**config.mk**
```make
export PLATFORM = sky130hd
export DESIGN_NAME = bw_io_impctl_updn_cal
export DESIGN_NICKNAME = d
export VERILOG_FILES = /design/src/rtl/bw_io_impctl_updn_cal.sv
export SDC_FILE = /design/constraint.sdc
export NUM_CORES = 1
export LEC_CHECK = 0
export CAP_MARGIN = 10
export CORE_MARGIN = 4
export CORE_UTILIZATION = 54
export DETAILED_ROUTE_END_ITERATION = 8
export PLACE_DENSITY_LB_ADDON = 0.12
export SYNTH_ARGS = -nofsm -noshare
export SYNTH_HDL_FRONTEND = slang
export SYNTH_SLANG_ARGS = --single-unit
```
**constraint.sdc**
```tcl
create_clock -name clk -period 3.8 [get_ports clk]
set_input_delay 0.38 -clock clk [delete_from_list [all_inputs] [get_ports clk]]
set_output_delay 0.38 -clock clk [all_outputs]
set_load 0.02 [all_outputs]
```
**src/rtl/bw_io_impctl_updn_cal.sv**
```systemverilog
// ---------------------------------------------------------------------------
// bw_io_impctl_updn_cal
//
// Multi-channel impedance-calibration tracker. Each channel majority-filters
// an asynchronous comparator ("pad above reference") sampled on a slow
// asynchronous strobe. It steps a saturating drive code up or down, and it
// declares lock once the code dithers around the reference.
//
// Ports:
//   clk           core clock, all state on rising edge
//   global_reset  asynchronous active-high reset
//   sclk          asynchronous sample strobe (one sample per rising edge)
//   above[NCH]    asynchronous comparator outputs, 1 = pad above reference
//   start         synchronous pulse, (re)starts calibration on all channels
//   hold          level, discards sample strobes while high
//   code[NCH*CW]  drive codes, channel i at [i*CW +: CW]
//   lock[NCH]     per-channel lock flag
//   busy          1 while any channel is in TRACK
// ---------------------------------------------------------------------------
module bw_io_impctl_updn_cal #(
    parameter int              NCH       = 2,
    parameter int              CW        = 8,
    parameter int              FILT      = 4,
    parameter int              LOCK_CNT  = 3,
    parameter logic [CW-1:0]   CODE_INIT = CW'(8'h80)
) (
    input  logic                clk,
    input  logic                global_reset,
    input  logic                sclk,
    input  logic [NCH-1:0]      above,
    input  logic                start,
    input  logic                hold,
    output logic [NCH*CW-1:0]   code,
    output logic [NCH-1:0]      lock,
    output logic                busy
);

    localparam int VW = $clog2(FILT) + 2;     // signed vote spans -FILT..+FILT
    localparam int SW = $clog2(FILT) + 1;
    localparam int RW = $clog2(LOCK_CNT + 1);

    typedef enum logic [1:0] {IDLE, TRACK, LOCKED} state_t;
    typedef enum logic [1:0] {D_NONE, D_UP, D_DN}  dir_t;

    logic           sclk_s1, sclk_s2, sclk_s3;
    logic [NCH-1:0] above_s1, above_s2;
    logic           accept;
    logic [NCH-1:0] track;

    // Two-flop synchronizers; a third sclk flop gives a one-cycle rising-edge pulse.
    // NOTE: sequential state uses non-blocking (<=) so every flop samples
    // pre-edge values regardless of statement order.
    always_ff @(posedge clk or posedge global_reset) begin
        if (global_reset) begin
            sclk_s1  <= 1'b0;
            sclk_s2  <= 1'b0;
            sclk_s3  <= 1'b0;
            above_s1 <= '0;
            above_s2 <= '0;
        end else begin
            sclk_s1  <= sclk;
            sclk_s2  <= sclk_s1;
            sclk_s3  <= sclk_s2;
            above_s1 <= above;
            above_s2 <= above_s1;
        end
    end

    assign accept = sclk_s2 & ~sclk_s3 & ~hold;
    assign busy   = |track;

    for (genvar i = 0; i < NCH; i++) begin : g_ch
        state_t                state_q;
        dir_t                  last_q, dir;
        logic [CW-1:0]         code_q;
        logic signed [VW-1:0]  vote_q, vote_nxt;
        logic [SW-1:0]         scnt_q;
        logic [RW-1:0]         rev_q, rev_nxt;
        logic                  lock_q, track_q, last_win;

        // NOTE: every always_comb output gets a default first, so no path
        // can leave it unassigned and infer a latch.
        always_comb begin
            vote_nxt = vote_q + (above_s2[i] ? VW'(1) : {VW{1'b1}});
            last_win = (scnt_q == SW'(FILT - 1));
            dir      = D_NONE;
            if (vote_nxt > 0)      dir = D_UP;
            else if (vote_nxt < 0) dir = D_DN;
            // The first step after start has no reference direction, so
            // the reversal count is left alone.
            rev_nxt = rev_q;
            if (dir != D_NONE && last_q != D_NONE) begin
                if (dir != last_q)
                    rev_nxt = (rev_q < RW'(LOCK_CNT)) ? rev_q + RW'(1) : rev_q;
                else
                    rev_nxt = '0;
            end
        end

        always_ff @(posedge clk or posedge global_reset) begin
            if (global_reset) begin
                state_q <= IDLE;
                code_q  <= CODE_INIT;
                vote_q  <= '0;
                scnt_q  <= '0;
                rev_q   <= '0;
                last_q  <= D_NONE;
                lock_q  <= 1'b0;
                track_q <= 1'b0;
            end else if (start) begin
                // start also discards any decision landing on this edge
                state_q <= TRACK;
                code_q  <= CODE_INIT;
                vote_q  <= '0;
                scnt_q  <= '0;
                rev_q   <= '0;
                last_q  <= D_NONE;
                lock_q  <= 1'b0;
                track_q <= 1'b1;
            end else if (accept && state_q != IDLE) begin
                if (!last_win) begin
                    scnt_q <= scnt_q + SW'(1);
                    vote_q <= vote_nxt;
                end else begin
                    scnt_q <= '0;
                    vote_q <= '0;
                    if (dir != D_NONE) begin
                        // A saturated step still updates direction tracking.
                        if (dir == D_UP && code_q != {CW{1'b1}}) code_q <= code_q + CW'(1);
                        if (dir == D_DN && code_q != '0)         code_q <= code_q - CW'(1);
                        last_q <= dir;
                        rev_q  <= rev_nxt;
                        if (state_q == TRACK && rev_nxt >= RW'(LOCK_CNT)) begin
                            state_q <= LOCKED;
                            lock_q  <= 1'b1;
                            track_q <= 1'b0;
                        end else if (state_q == LOCKED && dir == last_q) begin
                            state_q <= TRACK;
                            lock_q  <= 1'b0;
                            track_q <= 1'b1;
                            rev_q   <= '0;
                        end
                    end
                end
            end
        end

        assign code[i*CW +: CW] = code_q;
        assign lock[i]          = lock_q;
        assign track[i]         = track_q;
    end

endmodule

```
Yosys cells after proc, flatten, opt, wreduce, memory -nomap -nowiden

Index checks and enable logic that the tools add are counted.

Register bits: 53
Logic and storage cells: 188

Add/sub/neg operators: 10
Order comparisons: 8
Equal/unequal tests: 16
Mux-type cells: 92
Bitwise logic cells: 4
Reductions and logical operators: 37

Operators by type and width:

| kind                  | number |
|---|---|
| $mux W8               | 12 |
| $mux W2               | 42 |
| $mux W4               | 8 |
| $mux W1               | 24 |
| $reduce_bool A2 Y1    | 12 |
| $mux W3               | 6 |
| $add A8 B1 Y8 const B | 2 |
| $ne A8 B8 Y1 const B  | 2 |
| $reduce_and A4 Y1     | 4 |
| $reduce_bool A8 Y1    | 2 |
| $sub A8 B1 Y8 const B | 2 |
| $logic_and A1 B1 Y1   | 12 |
| $reduce_bool A3 Y1    | 4 |
| $add A4 B4 Y4         | 2 |
| $eq A2 B1 Y1 const B  | 4 |
| $eq A2 B2 Y1 const B  | 4 |
| $gt A4 B1 Y1 const B  | 2 |
| $lt A4 B1 Y1 const B  | 2 |
| $add A3 B1 Y3 const B | 2 |
| $eq A3 B2 Y1 const B  | 2 |
| $reduce_and A3 Y1     | 2 |
| $add A2 B1 Y2 const B | 2 |
| $eq A2 B2 Y1          | 2 |
| $ge A2 B2 Y1 const B  | 2 |
| 5 further kinds       | 9 |

Longest topological paths before layout

Word-level depth: 15
Gate-level depth with buffers: 12
Depth with buffers taken out: 12

Least setup slack after synthesis

Ideal clock, no wire load.

Kind: register to register
Start: reg above_s2[1]
End: reg g_ch[1].code_q[7]
Arrival: 3.362 ns
Data required time: 3.721 ns
Setup slack: 0.360 ns
Stages on the path, launching flop included: 13
Buffers on the path: 0
Path through: dfrtp_1 -> inv_1 -> ha_1 -> nand3_1 -> a21boi_0 -> a2bb2oi_1 -> ha_1 -> a21oi_1 -> o211ai_1 -> o41ai_1 -> mux2_2 -> and3_1 -> o21ai_0

Word-level cells in the longest chain between the ends: 12
Elaborated cells on any way between the ends: 19

Ends and longest elaborated chain:

| element                | line | RTL |
|---|---|---|
| from (decl)            | 46   | `logic [NCH-1:0] above_s1, above_s2;` |
| from (signal assigned) | 65   | `above_s2 <= above_s1;` |
| $mux W4 *              | 84   | `vote_nxt = vote_q + (above_s2[i] ? VW'(1) : {VW{1'b1}});` |
| $add A4 B4 Y4 *        | 84   |  |
| $lt A4 B1 Y1           | 88   | `else if (vote_nxt < 0) dir = D_DN;` |
| $mux W2                | 88   |  |
| $mux W2 *              | 87   | `if (vote_nxt > 0) dir = D_UP;` |
| $eq A2 B2 Y1           | 130  | `if (dir == D_DN && code_q != '0) code_q <= code_q - CW'(1);` |
| $logic_and A1 B1 Y1    | 130  |  |
| $mux W8                | 130  |  |
| $mux W8                | 127  | `if (dir != D_NONE) begin` |
| $mux W8                | 121  | `if (!last_win) begin` |
| $mux W8                | 120  | `end else if (accept && state_q != IDLE) begin` |
| $mux W8                | 110  | `end else if (start) begin` |
| to (signal assigned)   | 129  | `if (dir == D_UP && code_q != {CW{1'b1}}) code_q <= code_q + CW'(1);` |
| to (signal assigned)   | 130  |  |
| to (decl)              | 75   | `logic [CW-1:0] code_q;` |

Every way passes the cells marked *; elsewhere a longest branch is shown, timed or not. The select of a mux whose other input is x is not followed.
A chain may end at the register's enable or synchronous reset.

Worst setup path in the final report

Same ends and word-level chain as after synthesis.

==> metrics.md <==
| Metric | Value |
|---|---|
| Num ports | 26 |
| Initial DRC Count | 122 |
| Root Buffer | clkbuf_8 |
| Routed WL | 6080 um |
| EDFF count, synth | 0 |
| Post-Layout Inst Area | 3580 um^2 |
| Synthesized area | 3170 um^2 |
| Layout cells sized above 1 | 0.0930 |
| Status | complete, no violations |
| Layout Cells excl Fill | 427 |
| Worst hold margin | 352 ps |
| Antenna violations before repair | 0 |
| CP Max Fanout | 9 |
| Hold Buf Count CTS | 0 |
| TNS Setup | 0 ps |
| Synth top area cells | dfrtp_1 (39%), ha_1 (7.9%), nor2_1 (5.9%) |
| Sequential element share of the synthesized area | 0.403 |
| #FFs+latches synth | 51 |
| Mapped Cells | 331 |
| Number of cells on the worst hold path | 0 |
| Flop pwr share | 0.525 |
| Core area | 5610 um^2 |
| Switching Power | 0.262 mW |
| Post-CTS Setup Inserts | 0 |
| Pre-antenna DRT Iters | 4 |
| Yosys synthesis warning count | 0 |
| Required @ worst endpoint | 4030 ps |
| Die H | 84.6 um |
| Synth async-reset ratio | 1.00 |
| Pwr Total | 1.07 mW |
| Comb pwr share | 0.136 |
| R2r worst-path depth | 13 |
| Placed Cells | 420 |
| Grt ovf | 0 |
| # resized after CTS | 0 |
| Remaining DRCs | 0 |
| CP Data Arrival Time | 3680 ps |
| Clk_skew | 4.26 ps |
| CP endpoint kind | flip-flop |
| Die Wd | 84.6 um |
| DR WL/cell | 14.2 um |
| Cell Pwr Density | 298 nW/um^2 |
| Maxcap violations | 0 |
| Pre-CTS WS | 357 ps |
| Nets | 386 |
| Min Tclk post-route | 3460 ps |
| Switching Share | 0.245 |
| Pins over their slew limit | 0 |
| Final ANT Viol Nets | 0 |
| LEAKAGE | 1.59 nW |
| Max frequency | 289 MHz |
| Clock slew at reported path FFs | 90 ps |
| Rel. slew slack | 0.251 |
| Clk network pwr share | 0.338 |
| Setup Viol. Count Final | 0 |
| Initial Util | 0.566 |
| IO buf count | 25 |
| Clock Sinks | 51 |
| H-tree depth | 2 |
| Post-synthesis cell type count | 60 |
| First-pass GRT wire length | 10,800 um |
| Die area | 7160 um^2 |
| Fin crit share | 0.910 |
| Tightest Pin Transition | 1110 ps |
| Ys flop type | dfrtp_1 |
| Gpl congestion | 0.815 |
| Vias post-DR | 2,473 |
| Tightest Hold Check Type | flip-flop to flip-flop |
| Vias per cell | 5.79 |
| Total GRT Usage | 0.181 |
| Fillcell total | 471 |
| RSZ-0062 raised after global routing | false |
| Most common cell after layout, fill and taps aside | nor2_1 |
| Num CTS Buffers | 5 |
| Syn nets | 362 |
| Layout Utilization | 0.639 |
| ANT cells | 0 |
| Syn avg cell area | 9.58 um^2 |
| Peak supply drop | 0.239 mV |
| Pint | 0.805 mW |
| Post-DP HPWL | 4410 um |
| Row count | 27 |
| Latest clock arrival within the worst-skew pair | 300 ps |
| Kind of critical path | flip-flop to flip-flop |
| Commonest non-fill, non-tap cells in the layout | nor2_1 (50), dfrtp_1 (49), a21oi_1 (26) |
| Leading area contributor after synthesis | dfrtp_1 |
| Setup WS post-layout | 342 ps |
| Post-synth top area share | 0.387 |
| Max clock buf depth | 2 |
| DP Area | 3480 um^2 |
| TritonCTS clock tree | yes |
| Pin count of the biggest net entering global routing | 52 |
| Vias in the first global route | 2,439 |
| Final hold violation count | 0 |
| Startpoint types | flip-flop |
| Synthesis-to-finish area growth | 12.9% |
==> sequential cells by signal, summed over array words and instances, names as in the netlist, 2 cells and up <==
name,flops
g_ch.track_q,2
g_ch.last_q,4
g_ch.vote_q,8
g_ch.code_q,16
g_ch.state_q,4
g_ch.rev_q,4
g_ch.scnt_q,6
above_s2,2
above_s1,2
==> area by class of cell <==
type / count / area, um^2 / share of cell area
clock buffers: 6 / 72.6 / 0.0203
well taps: 72 / 90.1 / 0.0252
repair buffers: 30 / 288 / 0.0804
flip-flops and latches: 51 / 1280 / 0.357
inverters: 18 / 67.6 / 0.0189
multi-input cells: 249 / 1750 / 0.490
clock inverters: 1 / 30.0 / 0.00839
==> power groups by stage <==
| stage | registers (mW) | logic, mW | clock network [mW] |
|---|---|---|---|
| floorplan | 0.569 | 0.114 | 0 |
| global placement | 0.571 | 0.142 | 0 |
| detailed placement | 0.571 | 0.146 | 0 |
| CTS | 0.561 | 0.147 | 0.381 |
| global route | 0.562 | 0.165 | 0.400 |
| finish | 0.561 | 0.145 | 0.361 |
==> cell families after synthesis <==
logic type	after synthesis	share of synthesized area
xor gates and xnor gates	16	0.0442
adders and majority gates	24	0.104
AOI/OAI and AO/OA	67	0.144
and+or+nand+nor	123	0.199
DFF	51	0.403
buffers and inverters	31	0.0438
muxes	19	0.0611
==> metal layers <==
metal	share of wire	vias up	GRT usage	wire [um]
met5	0	-	0	0
met4	0.013	0	0.0633	80
met2	0.47	30	0.304	2850
met1	0.49	1200	0.241	2990
li1	-	1235	-	-
met3	0.026	8	0.0236	157
==> cell usage after synthesis (2+ instances only) <==
library cell,instances
o21ai_2,2
a22oi_1,7
nand2_1,11
nor4_1,7
buf_2,3
nor2b_1,4
o31ai_1,2
dfrtp_1,49
nor2_1,50
o311a_1,2
a211oi_1,2
nor3_1,12
a2bb2oi_1,2
inv_1,18
a21oi_1,26
buf_4,3
or2_1,2
o21ai_0,5
clkbuf_1,6
fa_1,4
xor2_1,7
or2_2,4
nor3b_1,3
nand4_1,7
nand3_1,8
and3_1,3
mux2i_1,16
xnor2_1,9
mux2_2,3
o211ai_1,3
a31oi_1,2
dfstp_2,2
ha_1,20
==> critical path: stages (launching register included) <==
cell and delay, ps:
dfrtp_1 420, inv_1 80, ha_1 330, nand3_1 110, a21boi_0 430, a2bb2oi_1 230, buf_4 190, ha_1 240
a21oi_1 190, o211ai_1 150, o41ai_1 300, mux2_2 380, and3_1 180, o21ai_0 160
==> path summary, 6_finish.rpt <==
kind	startpoint	endpoint	slack (ps)
hold reg to reg	above_s1[0]$_DFF_PP0_	above_s2[0]$_DFF_PP0_	350
hold / removal	above_s1[0]$_DFF_PP0_	above_s2[0]$_DFF_PP0_	350
setup reg to reg	above_s2[1]$_DFF_PP0_	g_ch[1].code_q[7]$_DFFE_PP1P_	340
setup / recovery	above_s2[1]$_DFF_PP0_	g_ch[1].code_q[7]$_DFFE_PP1P_	340
max in group asynchronous	global_reset	g_ch[1].scnt_q[0]$_DFFE_PP0P_	2500
min in group asynchronous	global_reset	g_ch[1].code_q[3]$_DFFE_PP0P_	650
(Power assumes the default switching activity.)
